$ cat src/rtl/pc_ctrl.sv
// Program-counter and fetch-redirect controller: tracks the fetch address, raises
// the fetch request, and flushes the front end when execute resolves a taken transfer.
module pc_ctrl #(
    parameter logic [31:0] RESET_PC     = 32'h0000_0000,
    parameter int          FLUSH_CYCLES = 2
) (
    input  logic               clk,
    input  logic               rst,
    input  logic               stall,
    input  logic               if_ready,
    input  logic               ex_valid,
    input  logic               ex_is_branch,
    input  logic               ex_is_jal,
    input  logic               ex_is_jalr,
    input  logic               bcomp,
    input  logic [31:0]        ex_pc,
    input  logic signed [31:0] ex_imm,
    input  logic [31:0]        ex_rs1,
    output logic [31:0]        pc_o,
    output logic               if_valid,
    output logic               flush_o,
    output logic               redirect_o,
    output logic               misalign_o
);

    typedef enum logic [1:0] {
        IDLE  = 2'd0,
        RUN   = 2'd1,
        FLUSH = 2'd2,
        TRAP  = 2'd3
    } state_t;

    // Counter holds the flush cycles still to go after the current one.
    localparam logic [3:0] FLUSH_INIT = 4'(FLUSH_CYCLES - 1);

    state_t      r_state;
    logic [31:0] r_pc;
    logic        r_ifValid;
    logic        r_flush;
    logic        r_redirect;
    logic        r_misalign;
    logic [3:0]  r_flushCnt;

    state_t      w_nextState;
    logic [31:0] w_nextPc;
    logic        w_nextIfValid;
    logic        w_nextFlush;
    logic        w_nextRedirect;
    logic        w_nextMisalign;
    logic [3:0]  w_nextCnt;

    logic [31:0] w_jalrTarget;
    logic [31:0] w_relTarget;
    logic [31:0] w_target;
    logic        w_taken;
    logic        w_misaligned;

    // JALR wins over JAL/branch when several type flags are set at once.
    assign w_jalrTarget = (ex_rs1 + ex_imm) & ~32'h1;
    assign w_relTarget  = ex_pc + ex_imm;
    assign w_target     = ex_is_jalr ? w_jalrTarget : w_relTarget;
    assign w_taken      = ex_valid & (ex_is_jalr | ex_is_jal | (ex_is_branch & bcomp));
    assign w_misaligned = (w_target[1:0] != 2'b00);

    always_ff @(posedge clk) begin
        if (rst) begin
            r_state    <= IDLE;
            r_pc       <= RESET_PC;
            r_ifValid  <= 1'b0;
            r_flush    <= 1'b0;
            r_redirect <= 1'b0;
            r_misalign <= 1'b0;
            r_flushCnt <= 4'd0;
        end else begin
            r_state    <= w_nextState;
            r_pc       <= w_nextPc;
            r_ifValid  <= w_nextIfValid;
            r_flush    <= w_nextFlush;
            r_redirect <= w_nextRedirect;
            r_misalign <= w_nextMisalign;
            r_flushCnt <= w_nextCnt;
        end
    end

    always_comb begin
        w_nextState    = r_state;
        w_nextPc       = r_pc;
        w_nextIfValid  = r_ifValid;
        w_nextFlush    = r_flush;
        w_nextRedirect = 1'b0;
        w_nextMisalign = r_misalign;
        w_nextCnt      = r_flushCnt;

        case (r_state)
            IDLE: begin
                w_nextState   = RUN;
                w_nextIfValid = 1'b1;
                w_nextFlush   = 1'b0;
            end
            RUN: begin
                if (w_taken && !w_misaligned) begin
                    w_nextState    = FLUSH;
                    w_nextPc       = w_target;
                    w_nextRedirect = 1'b1;
                    w_nextFlush    = 1'b1;
                    w_nextIfValid  = 1'b0;
                    w_nextCnt      = FLUSH_INIT;
                end else if (w_taken) begin
                    w_nextState    = TRAP;
                    w_nextPc       = w_target;
                    w_nextMisalign = 1'b1;
                    w_nextFlush    = 1'b1;
                    w_nextIfValid  = 1'b0;
                end else if (if_ready && !stall) begin
                    w_nextPc = r_pc + 32'd4;
                end
            end
            // Execute inputs here belong to the squashed path, so only the counter matters.
            FLUSH: begin
                if (r_flushCnt == 4'd0) begin
                    w_nextState   = RUN;
                    w_nextFlush   = 1'b0;
                    w_nextIfValid = 1'b1;
                end else begin
                    w_nextCnt = r_flushCnt - 4'd1;
                end
            end
            TRAP: begin
                w_nextState = TRAP;
            end
            default: begin
                w_nextState = IDLE;
            end
        endcase
    end

    assign pc_o       = r_pc;
    assign if_valid   = r_ifValid;
    assign flush_o    = r_flush;
    assign redirect_o = r_redirect;
    assign misalign_o = r_misalign;

endmodule

$ cat config.mk
export PLATFORM = sky130hd
export DESIGN_NAME = pc_ctrl
export DESIGN_NICKNAME = d
export VERILOG_FILES = /design/src/rtl/pc_ctrl.sv
export SDC_FILE = /design/constraint.sdc
export NUM_CORES = 1
export LEC_CHECK = 0
export ABC_AREA = 1
export CAP_MARGIN = 20
export CORE_MARGIN = 2
export CORE_UTILIZATION = 55
export CTS_BUF_LIST = sky130_fd_sc_hd__clkbuf_16
export DETAILED_ROUTE_END_ITERATION = 8
export HOLD_SLACK_MARGIN = 0.1
export PLACE_DENSITY = 0.83
export SLEW_MARGIN = 5
export SYNTH_ARGS = -nofsm -noshare
export SYNTH_HDL_FRONTEND = slang
export SYNTH_SLANG_ARGS = --single-unit
$ cat constraint.sdc
create_clock -name clk -period 2.5 [get_ports clk]
set_input_delay 0.5 -clock clk [delete_from_list [all_inputs] [get_ports clk]]
set_output_delay 0.5 -clock clk [all_outputs]
set_load 0.05 [all_outputs]
==> results of run 1 <==
## worst max-delay path: stages
cell                              delay [ps]
sky130_fd_sc_hd__clkdlybuf4s50_1         470
sky130_fd_sc_hd__ha_1                    400
sky130_fd_sc_hd__nand2_1                 130
sky130_fd_sc_hd__nor2_1                  260
sky130_fd_sc_hd__nand2_1                 150
sky130_fd_sc_hd__nor2_1                  140
sky130_fd_sc_hd__o21ai_1                 120
sky130_fd_sc_hd__nand3_1                 110
sky130_fd_sc_hd__nand2_1                  50
sky130_fd_sc_hd__nand3_1                 110
sky130_fd_sc_hd__nand3_1                 120
sky130_fd_sc_hd__nand2_1                  70
sky130_fd_sc_hd__a21oi_1                  50
## power by group through the flow
stage / clock network, W / logic, W / registers (W)
floorplan: 0 / 0.00110 / 0.000938
global placement: 0 / 0.00210 / 0.000802
detailed placement: 0 / 0.00214 / 0.000803
CTS: 0.000673 / 0.00215 / 0.000789
global route: 0.000709 / 0.00253 / 0.000799
finish: 0.000669 / 0.00232 / 0.000792
## cells by family after synthesis
logic type      count (synthesis)
simple gates                  914
buf+inv                       310
compound gates                157
fa+ha+maj                      65
flops                          42
xor+xnor                       14
mux                             1
## stage by stage
stage	setup slack [ps]	utilization
after floorplan	461	-
after global placement	-234	0.747
after detailed placement	-315	0.747
after CTS	27.3	0.758
after global routing	-78.1	0.796
final	-19.4	0.796
## metal layers
layer	GRT usage	vias up	wire (um)
met5	0	-	0
met4	0.159	0	1370
met3	0.0393	92	2050
met2	0.624	461	13200
met1	0.448	4641	11700
li1	-	5227	-
## cells in the final DEF (no fill, tap or decap), types with 7 or more instances in the layout
cell type	count
sky130_fd_sc_hd__a21oi_1	86
sky130_fd_sc_hd__a21oi_2	13
sky130_fd_sc_hd__buf_4	137
sky130_fd_sc_hd__clkdlybuf4s50_1	130
sky130_fd_sc_hd__dfxtp_1	42
sky130_fd_sc_hd__dlymetal6s2s_1	10
sky130_fd_sc_hd__ha_1	42
sky130_fd_sc_hd__ha_4	16
sky130_fd_sc_hd__inv_1	283
sky130_fd_sc_hd__nand2_1	551
sky130_fd_sc_hd__nand2_2	21
sky130_fd_sc_hd__nand3_1	116
sky130_fd_sc_hd__nand3_2	18
sky130_fd_sc_hd__nand3b_1	10
sky130_fd_sc_hd__nand4_1	13
sky130_fd_sc_hd__nor2_1	109
sky130_fd_sc_hd__nor2_2	20
sky130_fd_sc_hd__nor3_1	17
sky130_fd_sc_hd__nor4_1	7
sky130_fd_sc_hd__o21ai_0	38
sky130_fd_sc_hd__or2_2	11
sky130_fd_sc_hd__xor2_1	10
## what timing repair did
| action | 4_1_cts | 5_1_grt |
|---|---|---|
| setup buffers | 0 | 1 |
| resized for setup | 1 | 112 |
| pin swaps | 0 | 23 |
| endpoints found under the setup margin | 3 | 26 |
## Yosys cell counts, drive strengths merged (4+ instances only)
library cell  instances  area, sq um
a21oi                99          499
and3                  4         25.0
buf                  12         78.8
clkbuf               10         37.5
dfxtp                42          841
ha                   63          788
inv                 288         1080
nand2               575         2170
nand3               135          681
nand3b               10         75.1
nand4                13         81.3
nor2                133          522
nor3                 17         85.1
nor3b                 5         37.5
nor4                  8         50.1
o211ai                4         30.0
o21ai                41          205
o21bai                5         37.5
or2                  13         81.3
xnor2                 4         35.0
xor2                 10         87.6
## sequential cells by signal, summed over array words and instances, names as in the netlist
signal and count:
flush_o 1, redirect_o 1, r_flushCnt 4, pc_o 32
if_valid 1, r_state 2, misalign_o 1
## cell type report
class | instances | area, sq um | area share
repair buffers | 280 | 2510 | 0.230
multi-input cells | 1151 | 6110 | 0.559
inverters | 288 | 1080 | 0.0990
clock inverters | 3 | 25.0 | 0.00229
well taps | 180 | 225 | 0.0206
clock buffers | 5 | 125 | 0.0115
flip-flops and latches | 42 | 841 | 0.0770
## path summary, 6_finish.rpt
kind	slack (ps)	end	cells after the start
setup / recovery	-20	pc_o[24]$_SDFFE_PP0P_	13
hold / removal	470	if_valid$_SDFFE_PP0P_	2
setup reg to reg	440	pc_o[27]$_SDFFE_PP0P_	11
hold reg to reg	470	if_valid$_SDFFE_PP0P_	2
==> run_summary.xml, run 1 <==
<?xml version="1.0" encoding="UTF-8"?>
<metrics>
  <group name="status">
    <metric name="status" unit="">finished with violations</metric>
    <metric name="failed_checks" unit="">setup timing</metric>
  </group>
  <group name="die">
    <metric name="placement_rows" unit="">43</metric>
    <metric name="start_util" unit="">0.558</metric>
    <metric name="io_pins" unit="">141</metric>
    <metric name="core-area" unit="sq um">13700</metric>
    <metric name="die_area" unit="sq um">14900</metric>
    <metric name="die_width" unit="um">122</metric>
    <metric name="floorplan.die.height" unit="um">122</metric>
  </group>
  <group name="clock_tree">
    <metric name="cts.hold.buffers_added" unit="">0</metric>
    <metric name="cts_num_sinks" unit="">42</metric>
    <metric name="clock_network_latency_to_the_later_pin_of_the_worst_skew_pair" unit="ps">300</metric>
    <metric name="max-clock-path-buffers" unit="">2</metric>
    <metric name="ctsRootBufferMaster" unit="">sky130_fd_sc_hd__clkbuf_16</metric>
    <metric name="cts_tree" unit="">yes</metric>
    <metric name="cts_made_buffers" unit="">5</metric>
    <metric name="cts.reportedPaths.clkPinSlew" unit="ps">70</metric>
    <metric name="cts_max_level" unit="">2</metric>
  </group>
  <group name="global_route">
    <metric name="grt_usage" unit="">0.360</metric>
    <metric name="grt_pass1_vias" unit="">9312</metric>
    <metric name="gr-total-overflow" unit="">0</metric>
    <metric name="antenna_found_initial" unit="">0</metric>
    <metric name="first_pass_grt_wire_length" unit="um">42800</metric>
    <metric name="largest_net_degree_at_the_start_of_global_routing" unit="">36</metric>
  </group>
  <group name="power_and_ir_drop">
    <metric name="p_sw_frac" unit="">0.449</metric>
    <metric name="power.density" unit="nW/um^2">346</metric>
    <metric name="comb_power_share" unit="">0.614</metric>
    <metric name="power.clock.fraction" unit="">0.177</metric>
    <metric name="netSwitchingPower" unit="W">0.00170</metric>
    <metric name="power_report.internal_total" unit="W">0.00208</metric>
    <metric name="max-vdd-ir-drop" unit="V">0.000500</metric>
    <metric name="p_total" unit="W">0.00378</metric>
    <metric name="seq_power_share" unit="">0.209</metric>
    <metric name="cellLeakagePower" unit="nW">5.98</metric>
  </group>
  <group name="place">
    <metric name="numPortBuffers" unit="">140</metric>
    <metric name="number_of_placed_cells_counting_well_taps" unit="">1940</metric>
    <metric name="dp.final_hpwl" unit="um">22500</metric>
    <metric name="gpl.final_weighted_congestion" unit="">0.963</metric>
    <metric name="dpl-instance-area" unit="sq um">10200</metric>
  </group>
  <group name="finish">
    <metric name="insertedDiodeCount" unit="">0</metric>
    <metric name="area_delta_synth_final" unit="%">42.6</metric>
    <metric name="instances_no_fill" unit="">1949</metric>
    <metric name="fin_nets" unit="">1938</metric>
    <metric name="post-route-cell-area" unit="sq um">10900</metric>
    <metric name="fraction_of_layout_instances_using_a_drive_strength_above_1" unit="">0.152</metric>
    <metric name="final.fill_count" unit="">1089</metric>
  </group>
  <group name="timing">
    <metric name="timing_hold_violations_final" unit="">0</metric>
    <metric name="min_tclk_post_route" unit="ps">2520</metric>
    <metric name="fin_worst_skew" unit="ps">8.87</metric>
    <metric name="layout_setup_ws" unit="ps">-19.4</metric>
    <metric name="fin_crit_share" unit="">1.01</metric>
    <metric name="hold_slack_final" unit="ps">475</metric>
    <metric name="slew_headroom" unit="">0.428</metric>
    <metric name="max_freq" unit="MHz">397</metric>
    <metric name="worst_pin_slew" unit="ps">851</metric>
    <metric name="setup_viol" unit="">1</metric>
    <metric name="rsz0062_at_grt" unit="">yes</metric>
    <metric name="final_slew_violations" unit="">0</metric>
    <metric name="final.setup.tns" unit="ps">-19.4</metric>
  </group>
  <group name="job">
    <metric name="timing.max_cap.violations" unit="">0</metric>
  </group>
  <group name="synthesis">
    <metric name="netlist_instances" unit="">1503</metric>
    <metric name="synth-compound-area-share" unit="">0.110</metric>
    <metric name="synth_adder_area_share" unit="">0.108</metric>
    <metric name="dominant_combinational_cell_family_by_area_after_synthesis" unit="">simple AND/OR/NAND/NOR gates</metric>
    <metric name="synth_mux_area_frac" unit="">0.00131</metric>
    <metric name="postSynthAreaPerCell" unit="sq um">5.09</metric>
    <metric name="synth_area" unit="sq um">7660</metric>
    <metric name="post_synth_xor_area_fraction" unit="">0.0160</metric>
    <metric name="synth_enable_flop_cells" unit="">0</metric>
    <metric name="synthArstFlopShare" unit="">0</metric>
    <metric name="ys_seq_area_frac" unit="">0.110</metric>
    <metric name="synth_ff_type" unit="">sky130_fd_sc_hd__dfxtp_1</metric>
    <metric name="synth.lib_cells_used.distinct" unit="">44</metric>
    <metric name="yosys_warnings" unit="">0</metric>
    <metric name="synthSimpleGateAreaFrac" unit="">0.498</metric>
    <metric name="syn_nets" unit="">1673</metric>
    <metric name="postSynthRegisterBits" unit="">42</metric>
  </group>
  <group name="detailed_routing">
    <metric name="drt_iter0_drc" unit="">822</metric>
    <metric name="via_count" unit="">10421</metric>
    <metric name="dr.pass1.iters" unit="">6</metric>
    <metric name="post_drt_wl_per_cell" unit="um">14.5</metric>
    <metric name="detail_route.vias_per_cell" unit="">5.35</metric>
    <metric name="antenna_violating_nets_post_route" unit="">0</metric>
    <metric name="drcViolationCount" unit="">0</metric>
    <metric name="drt_wl_total" unit="um">28400</metric>
  </group>
  <group name="critical_path">
    <metric name="worst_reg2reg_startpoint" unit="">pc_o[14]$_SDFFE_PP0P_</metric>
    <metric name="startpoint" unit="">ex_imm[20]</metric>
    <metric name="critPathRequiredTime" unit="ps">2670</metric>
    <metric name="setup.worst_path.end_class" unit="">flop</metric>
    <metric name="cp.arrival" unit="ps">2690</metric>
    <metric name="worstSetupStartpointType" unit="">input pin</metric>
    <metric name="worst-path-max-fanout" unit="">4</metric>
    <metric name="critPathKind" unit="">input pin to flop</metric>
  </group>
  <group name="worst_hold_path">
    <metric name="hp-start" unit="">if_valid$_SDFFE_PP0P_</metric>
    <metric name="holdCritPathClass" unit="">flop to flop</metric>
  </group>
</metrics>
Note: power is estimated with default switching activity, not from simulation.
==> inputs of run 2 (changes only) <==
--- a/config.mk
+++ b/config.mk
@@ -6,7 +6,7 @@
 export NUM_CORES = 1
 export LEC_CHECK = 0
 export ABC_AREA = 1
-export CAP_MARGIN = 20
+export ABC_CLOCK_PERIOD_IN_PS = 2500
 export CORE_MARGIN = 2
 export CORE_UTILIZATION = 55
 export CTS_BUF_LIST = sky130_fd_sc_hd__clkbuf_16
==> results of run 2 <==
No change in the layout: final DEF, timing and power equal those of run 1.
==> RTL edit 1, RTL diff (config.mk and constraints of run 2) <==
Make the reset (`rst`) asynchronous in one clocked block.
--- a/src/rtl/pc_ctrl.sv
+++ b/src/rtl/pc_ctrl.sv
@@ -63,5 +63,5 @@
     assign w_misaligned = (w_target[1:0] != 2'b00);
 
-    always_ff @(posedge clk) begin
+    always_ff @(posedge clk or posedge rst) begin
         if (rst) begin
             r_state    <= IDLE;
Check against the original RTL: differs if rst is asserted again (counterexample within 4 cycles, from zero or initial values and one cycle with rst high); with rst held inactive, the same outputs for 10 cycles.
==> RTL edit 1 against run 2 <==
Wire length shrank 1.1%. Sequential cell count is the same. Cell area shrank 0.90%. Fmax grew 3.7%. Power grew 74%. Critical path type unchanged. Global-route usage grew 0.78 points. Synthesized area grew 1.7%. Clock skew shrank 0.0028 ns. Setup slack gained 0.090 ns. Final cell count shrank 2.3%. Combinational power grew 89%. Critical path depth grew 3.
==> RTL edit 1: results (changes against run 2) <==
metric;value;unit;change
status;finished clean;;was finished with violations
synthMuxAreaShare;0.129;%;was 0.131%
synth-adder-area-share;10.6;%;was 10.8%
grt_pass1_wl;44000;µm;was 42800 µm
yosysWarnings;0;;unchanged
routed_via_density;5.25;;was 5.35
vdd_ir_drop_max;0.500;mV;about the same
grt_pass1_vias;9285;;was 9312
n_fill_cell;1117;;was 1089
p_leak;0.00621;µW;was 0.00598 µW
drtIter0Drc;931;;was 822
yosys.cell_types.count;45;;was 44
worstHoldPathType;flop to flop;;unchanged
htree_levels;2;;unchanged
cts-buffers-inserted;5;;unchanged
cp_slowest_cell;clkdlybuf4s50_1;;unchanged
clockBufferDepth;2;;unchanged
gp_congestion;1.00;;was 0.963
io_buffers;140;;unchanged
grt_max_degree;43;;was 36
drive_above_1_share;12.9;%;was 15.2%
path_clk_slew;0.06;ns;
fin_skew;0.00603;ns;was 0.00887 ns
clk_root_buffer_cell;clkbuf_16;;unchanged
drt-pass1-iter-count;5;;was 6
clock_latency;0.29;ns;
maxSlewHeadroom;62.2;%;was 42.8%
async_reset_ff_share;100;%;was 0%
yosysSeqAreaShare;13.5;%;was 11.0%
critPathArrivalTime;2.61;ns;was 2.69 ns
synth_flop_cell;dfrtp_1;;was dfxtp_1
synth_area_leaders;nand2_1 29%, inv_1 14%, dfrtp_1 14%;;was nand2_1 28%, inv_1 14%, dfxtp_1 11%
synth_xor_area_share;2.48;%;was 1.60%
post_drt_wl_per_cell;14.7;µm;was 14.5 µm
cts_setup_buffers;0;;unchanged
nNetsFinal;1893;;was 1938
grt_usage;36.8;%;was 36.0%
syn_nets;1641;;was 1673
dp.final_hpwl;22500;µm;about the same
largest_reg_flops;32;;unchanged
p_sw;3490;µW;was 1700 µW
diodes;0;;unchanged
antenna_found_initial;0;;unchanged
setup_viol;0;;was 1
slowest_delay;0.50;ns;was 0.47 ns
yosys-top-cells-count;594 x nand2_1, 281 x inv_1, 127 x nand3_1, 113 x nor2_1, 65 x a21oi_1;;was 573 x nand2_1, 285 x inv_1, 134 x nand3_1, 128 x nor2_1, 98 x a21oi_1
synth_compound_area_share;8.95;%;was 11.0%
critPathMaxFanout;4;;unchanged
crit_family;simple AND/OR/NAND/NOR gates;;unchanged
overflow;0;;unchanged
==> RTL edit 1: changes by cell type in the layout (fill, tap and decap cells not counted), moves of 8 or more <==
cell | run 2 | this run
dfxtp_1 | 42 | 0
o21ai_0 | 38 | 25
a21oi_1 | 86 | 59
nand3_2 | 18 | 7
nor2_2 | 20 | 12
o21ai_1 | 3 | 14
nand2_1 | 551 | 584
dfrtp_1 | 0 | 42
buf_4 | 137 | 120
==> RTL edit 1: layout make-up <==
class	instances	share of cell area (%)
flip-flops and latches	42	9.71
inverters	286	9.92
clock buffers	5	1.16
repair buffers	262	21.8
clock inverters	3	0.382
multi-input cells	1126	55.0
well taps	180	2.08
==> RTL edit 1: timing repair <==
item	in CTS	in global routing
resized for setup	1	65
pin swaps	0	3
endpoints found under the setup margin	1	26
==> RTL edit 1: routing by layer <==
metal	part of all wire (%)	vias to the layer above	GRT usage (%)
met4	4.6	0	15.9
li1	-	5071	-
met2	48	407	64.5
met5	0	-	0
met1	41	4420	44.9
met3	5.9	89	4.70
==> RTL edit 1: final timing paths <==
path | from | endpoint | slack (ns) | cells after the start
worst min-delay path | pc_o[1]$_DFFE_PP0P_ | pc_o[1]$_DFFE_PP0P_ | 0.48 | 2
worst min register to register | pc_o[1]$_DFFE_PP0P_ | pc_o[1]$_DFFE_PP0P_ | 0.48 | 2
min in group asynchronous | rst | r_state[0]$_DFFE_PP0P_ | 0.68 | 3
worst max-delay path | ex_imm[13] | pc_o[27]$_DFFE_PP0P_ | 0.07 | 16
worst max register to register | pc_o[2]$_DFFE_PP0P_ | pc_o[24]$_DFFE_PP0P_ | 0.51 | 14
max in group asynchronous | rst | pc_o[29]$_DFFE_PP0P_ | 1.43 | 3
==> RTL edit 1: logic make-up (layout without fill, tap and decap cells) <==
kind of cell               Yosys count  in the layout
and+or+nand+nor                    910            910
buffers and inverters              303            556
AOI/OAI and AO/OA                  128            128
adders and majority gates           65             65
DFF                                 42             42
xor gates and xnor gates            22             22
muxes                                1              1
==> RTL edit 1: tightest hold or removal path, cell delays in order (launching register included) <==
cell and delay [ns]:
dfrtp_1 0.34, nand2_1 0.05, nand2_1 0.05
==> RTL edit 1: through the flow <==
step	setup WS [ns]	setup TNS (ns)	hold slack, ns	cell area [µm²]	instances
3_3_place_gp	-0.222	-4.37	0.456	10300	1896
2_1_floorplan	0.435	0	0.452	7780	1471
3_5_place_dp	-0.296	-6.21	0.458	10300	1896
6_report	0.0705	0	0.480	10800	1904
5_1_grt	-0.0951	-0.447	0.515	10800	1904
4_1_cts	0.00861	0	0.474	10400	1904
==> RTL edit 1: power groups by stage <==
stage	clock (µW)	sequential (µW)	combinational (µW)
after CTS	763	1420	4260
after floorplan	0	2260	1780
after global placement	0	1410	4120
final	762	1430	4390
after global routing	793	1470	4780
after detailed placement	0	1420	4210
==> RTL edit 2, RTL diff (flow settings as in run 2) <==
Without the edit above. Register the output `redirect_o` once more, with the module's reset; this adds one clock of latency there. The other outputs are not delayed to match.
--- a/src/rtl/pc_ctrl.sv
+++ b/src/rtl/pc_ctrl.sv
@@ -138,5 +138,11 @@
     assign if_valid   = r_ifValid;
     assign flush_o    = r_flush;
-    assign redirect_o = r_redirect;
+    always_ff @(posedge clk) begin
+        if (rst) begin
+            redirect_o <= '0;
+        end else begin
+            redirect_o <= r_redirect;
+        end
+    end
     assign misalign_o = r_misalign;
 
Behaviour: not the same (Yosys sat finds a counterexample within 4 cycles, from zero or initial values and one cycle with rst high).
==> RTL edit 2 against run 2 <==
Global-route usage up 1.3 points. Synthesized area up 1.2%. Worst hold slack worse by 0.069 ns. Sequential power up 1%. Count of clock-buffer cells in the layout unchanged. Core utilization down 0.82 points. Sequential cell count up 1. Die area up 1.2%. Power up 2.3%. Cell area down 0.25%. Setup slack better by 0.026 ns. Wire length up 5.3%. Largest power group unchanged.
==> RTL edit 2: results (changes against run 2) <==
metric;value;unit;change
post_drt_wl_per_cell;15.4;µm;was 14.5 µm
synth_area_leaders;nand2_1 28%, inv_1 14%, dfxtp_1 11%;;unchanged
syn_nets;1671;;was 1673
fin_skew;0.0104;ns;was 0.00887 ns
synth_flop_cell;dfxtp_1;;unchanged
grt_pass1_vias;9540;;was 9312
dp.final_hpwl;23400;µm;was 22500 µm
r2r-start;pc_o[7]$_SDFFE_PP0P_;;was pc_o[14]$_SDFFE_PP0P_
path_clk_slew;0.07;ns;about the same
nNetsFinal;1925;;was 1938
dr_wl_met2;13400;µm;was 13200 µm
yosys-top-cells-count;572 x nand2_1, 281 x inv_1, 136 x nand3_1, 111 x nor2_1, 94 x a21oi_1;;was 573 x nand2_1, 285 x inv_1, 134 x nand3_1, 128 x nor2_1, 98 x a21oi_1
critPathMaxFanout;4;;unchanged
grt_max_degree;26;;was 36
grt_usage;37.2;%;was 36.0%
min_from;r_redirect$_SDFF_PP0_;;was if_valid$_SDFFE_PP0P_
routed.top_layer;met4;;unchanged
diodes;0;;unchanged
yosysWarnings;0;;unchanged
wl_met3;2550;µm;was 2050 µm
clockBufferDepth;2;;unchanged
htree_levels;2;;unchanged
cp-startpoint;ex_imm[6];;was ex_imm[20]
antenna_found_initial;0;;unchanged
vdd_ir_drop_max;0.427;mV;was 0.500 mV
routed_via_density;5.45;;was 5.35
drive_above_1_share;15.0;%;was 15.2%
worstHoldPathType;flop to flop;;unchanged
drt-pass1-iter-count;6;;unchanged
grt_pass1_wl;44800;µm;was 42800 µm
yosysSeqAreaShare;11.1;%;was 11.0%
status;finished clean;;was finished with violations
io_buffers;140;;unchanged
critPathArrivalTime;2.71;ns;was 2.69 ns
largest_reg_flops;32;;unchanged
drtIter0Drc;1119;;was 822
p_leak;0.00588;µW;was 0.00598 µW
clock_latency;0.29;ns;
p_sw;1700;µW;about the same
clk_root_buffer_cell;clkbuf_16;;unchanged
wl_met1;11800;µm;was 11700 µm
gp_congestion;0.996;;was 0.963
yosys.cell_types.count;46;;was 44
dpl_cell_area;10200;µm²;about the same
cts-buffers-inserted;5;;unchanged
async_reset_ff_share;0;%;unchanged
worstMarginPinSlew;0.793;ns;was 0.851 ns
RTL edit 2: path summary, 6_finish.rpt:
path,endpoint,slack (ns),depth (start not counted)
min,redirect_o$_SDFF_PP0_,0.41,2
max,pc_o[12]$_SDFFE_PP0P_,0.007,15
min reg2reg,redirect_o$_SDFF_PP0_,0.41,2
max reg2reg,pc_o[27]$_SDFFE_PP0P_,0.42,9
RTL edit 2: logic make-up (layout without fill, tap and decap cells):
family	Yosys count	in the layout	synth area share (%)
xor+xnor	16	16	1.81
mux	1	1	0.129
compound gates	156	156	10.9
flops	43	43	11.1
buf+inv	311	566	15.3
fa+ha+maj	65	65	10.7
simple gates	909	909	50.0
RTL edit 2: final cells by class:
class                           count  area (µm²)
Multi-Input combinational cell   1147        6160
Fill cell                        1089        2930
Timing Repair Buffer              268        2390
Inverter                          290        1090
Sequential cell                    43         861
Tap cell                          180         225
Clock buffer                        5         125
Clock inverter                      3        46.3
RTL edit 2: metrics by stage:
stage                     utilization, %  setup TNS [ns]  std cells  setup slack (ns)
after global routing                78.8          -0.852       1936            -0.108
after detailed placement            73.9           -7.23       1925            -0.354
final                               78.8               0       1936           0.00693
after floorplan                        -               0       1501             0.411
after CTS                           75.2               0       1933           0.00558
after global placement              73.9           -5.11       1925            -0.239
RTL edit 2: power by group through the flow:
| stage | sequential (µW) | combinational (µW) | clock, µW |
|---|---|---|---|
| after floorplan | 935 | 1100 | 0 |
| after global placement | 812 | 2050 | 0 |
| after detailed placement | 813 | 2090 | 0 |
| after CTS | 798 | 2110 | 766 |
| after global routing | 807 | 2500 | 793 |
| final | 802 | 2300 | 767 |
RTL edit 2: critical path: stages:
cell	delay, ns
clkdlybuf4s50_1	0.46
ha_1	0.34
buf_4	0.16
nand2_1	0.14
inv_1	0.08
nand2_1	0.09
nand2_1	0.12
nand2_1	0.10
nand3_2	0.12
buf_4	0.15
nand2_1	0.06
nand2_1	0.06
nand3_1	0.10
o211ai_1	0.09
a21oi_1	0.15
RTL edit 2: what timing repair did:
item	CTS	global route
setup endpoints to repair	7	25
resized for setup	2	89
setup buffers	0	3
pin swaps	0	2
RTL edit 2: layer usage:
layer,vias to the layer above,global-route usage (%)
met5,-,0
met4,0,20.4
met3,166,5.48
met2,579,63.1
met1,4633,45.0
li1,5179,-
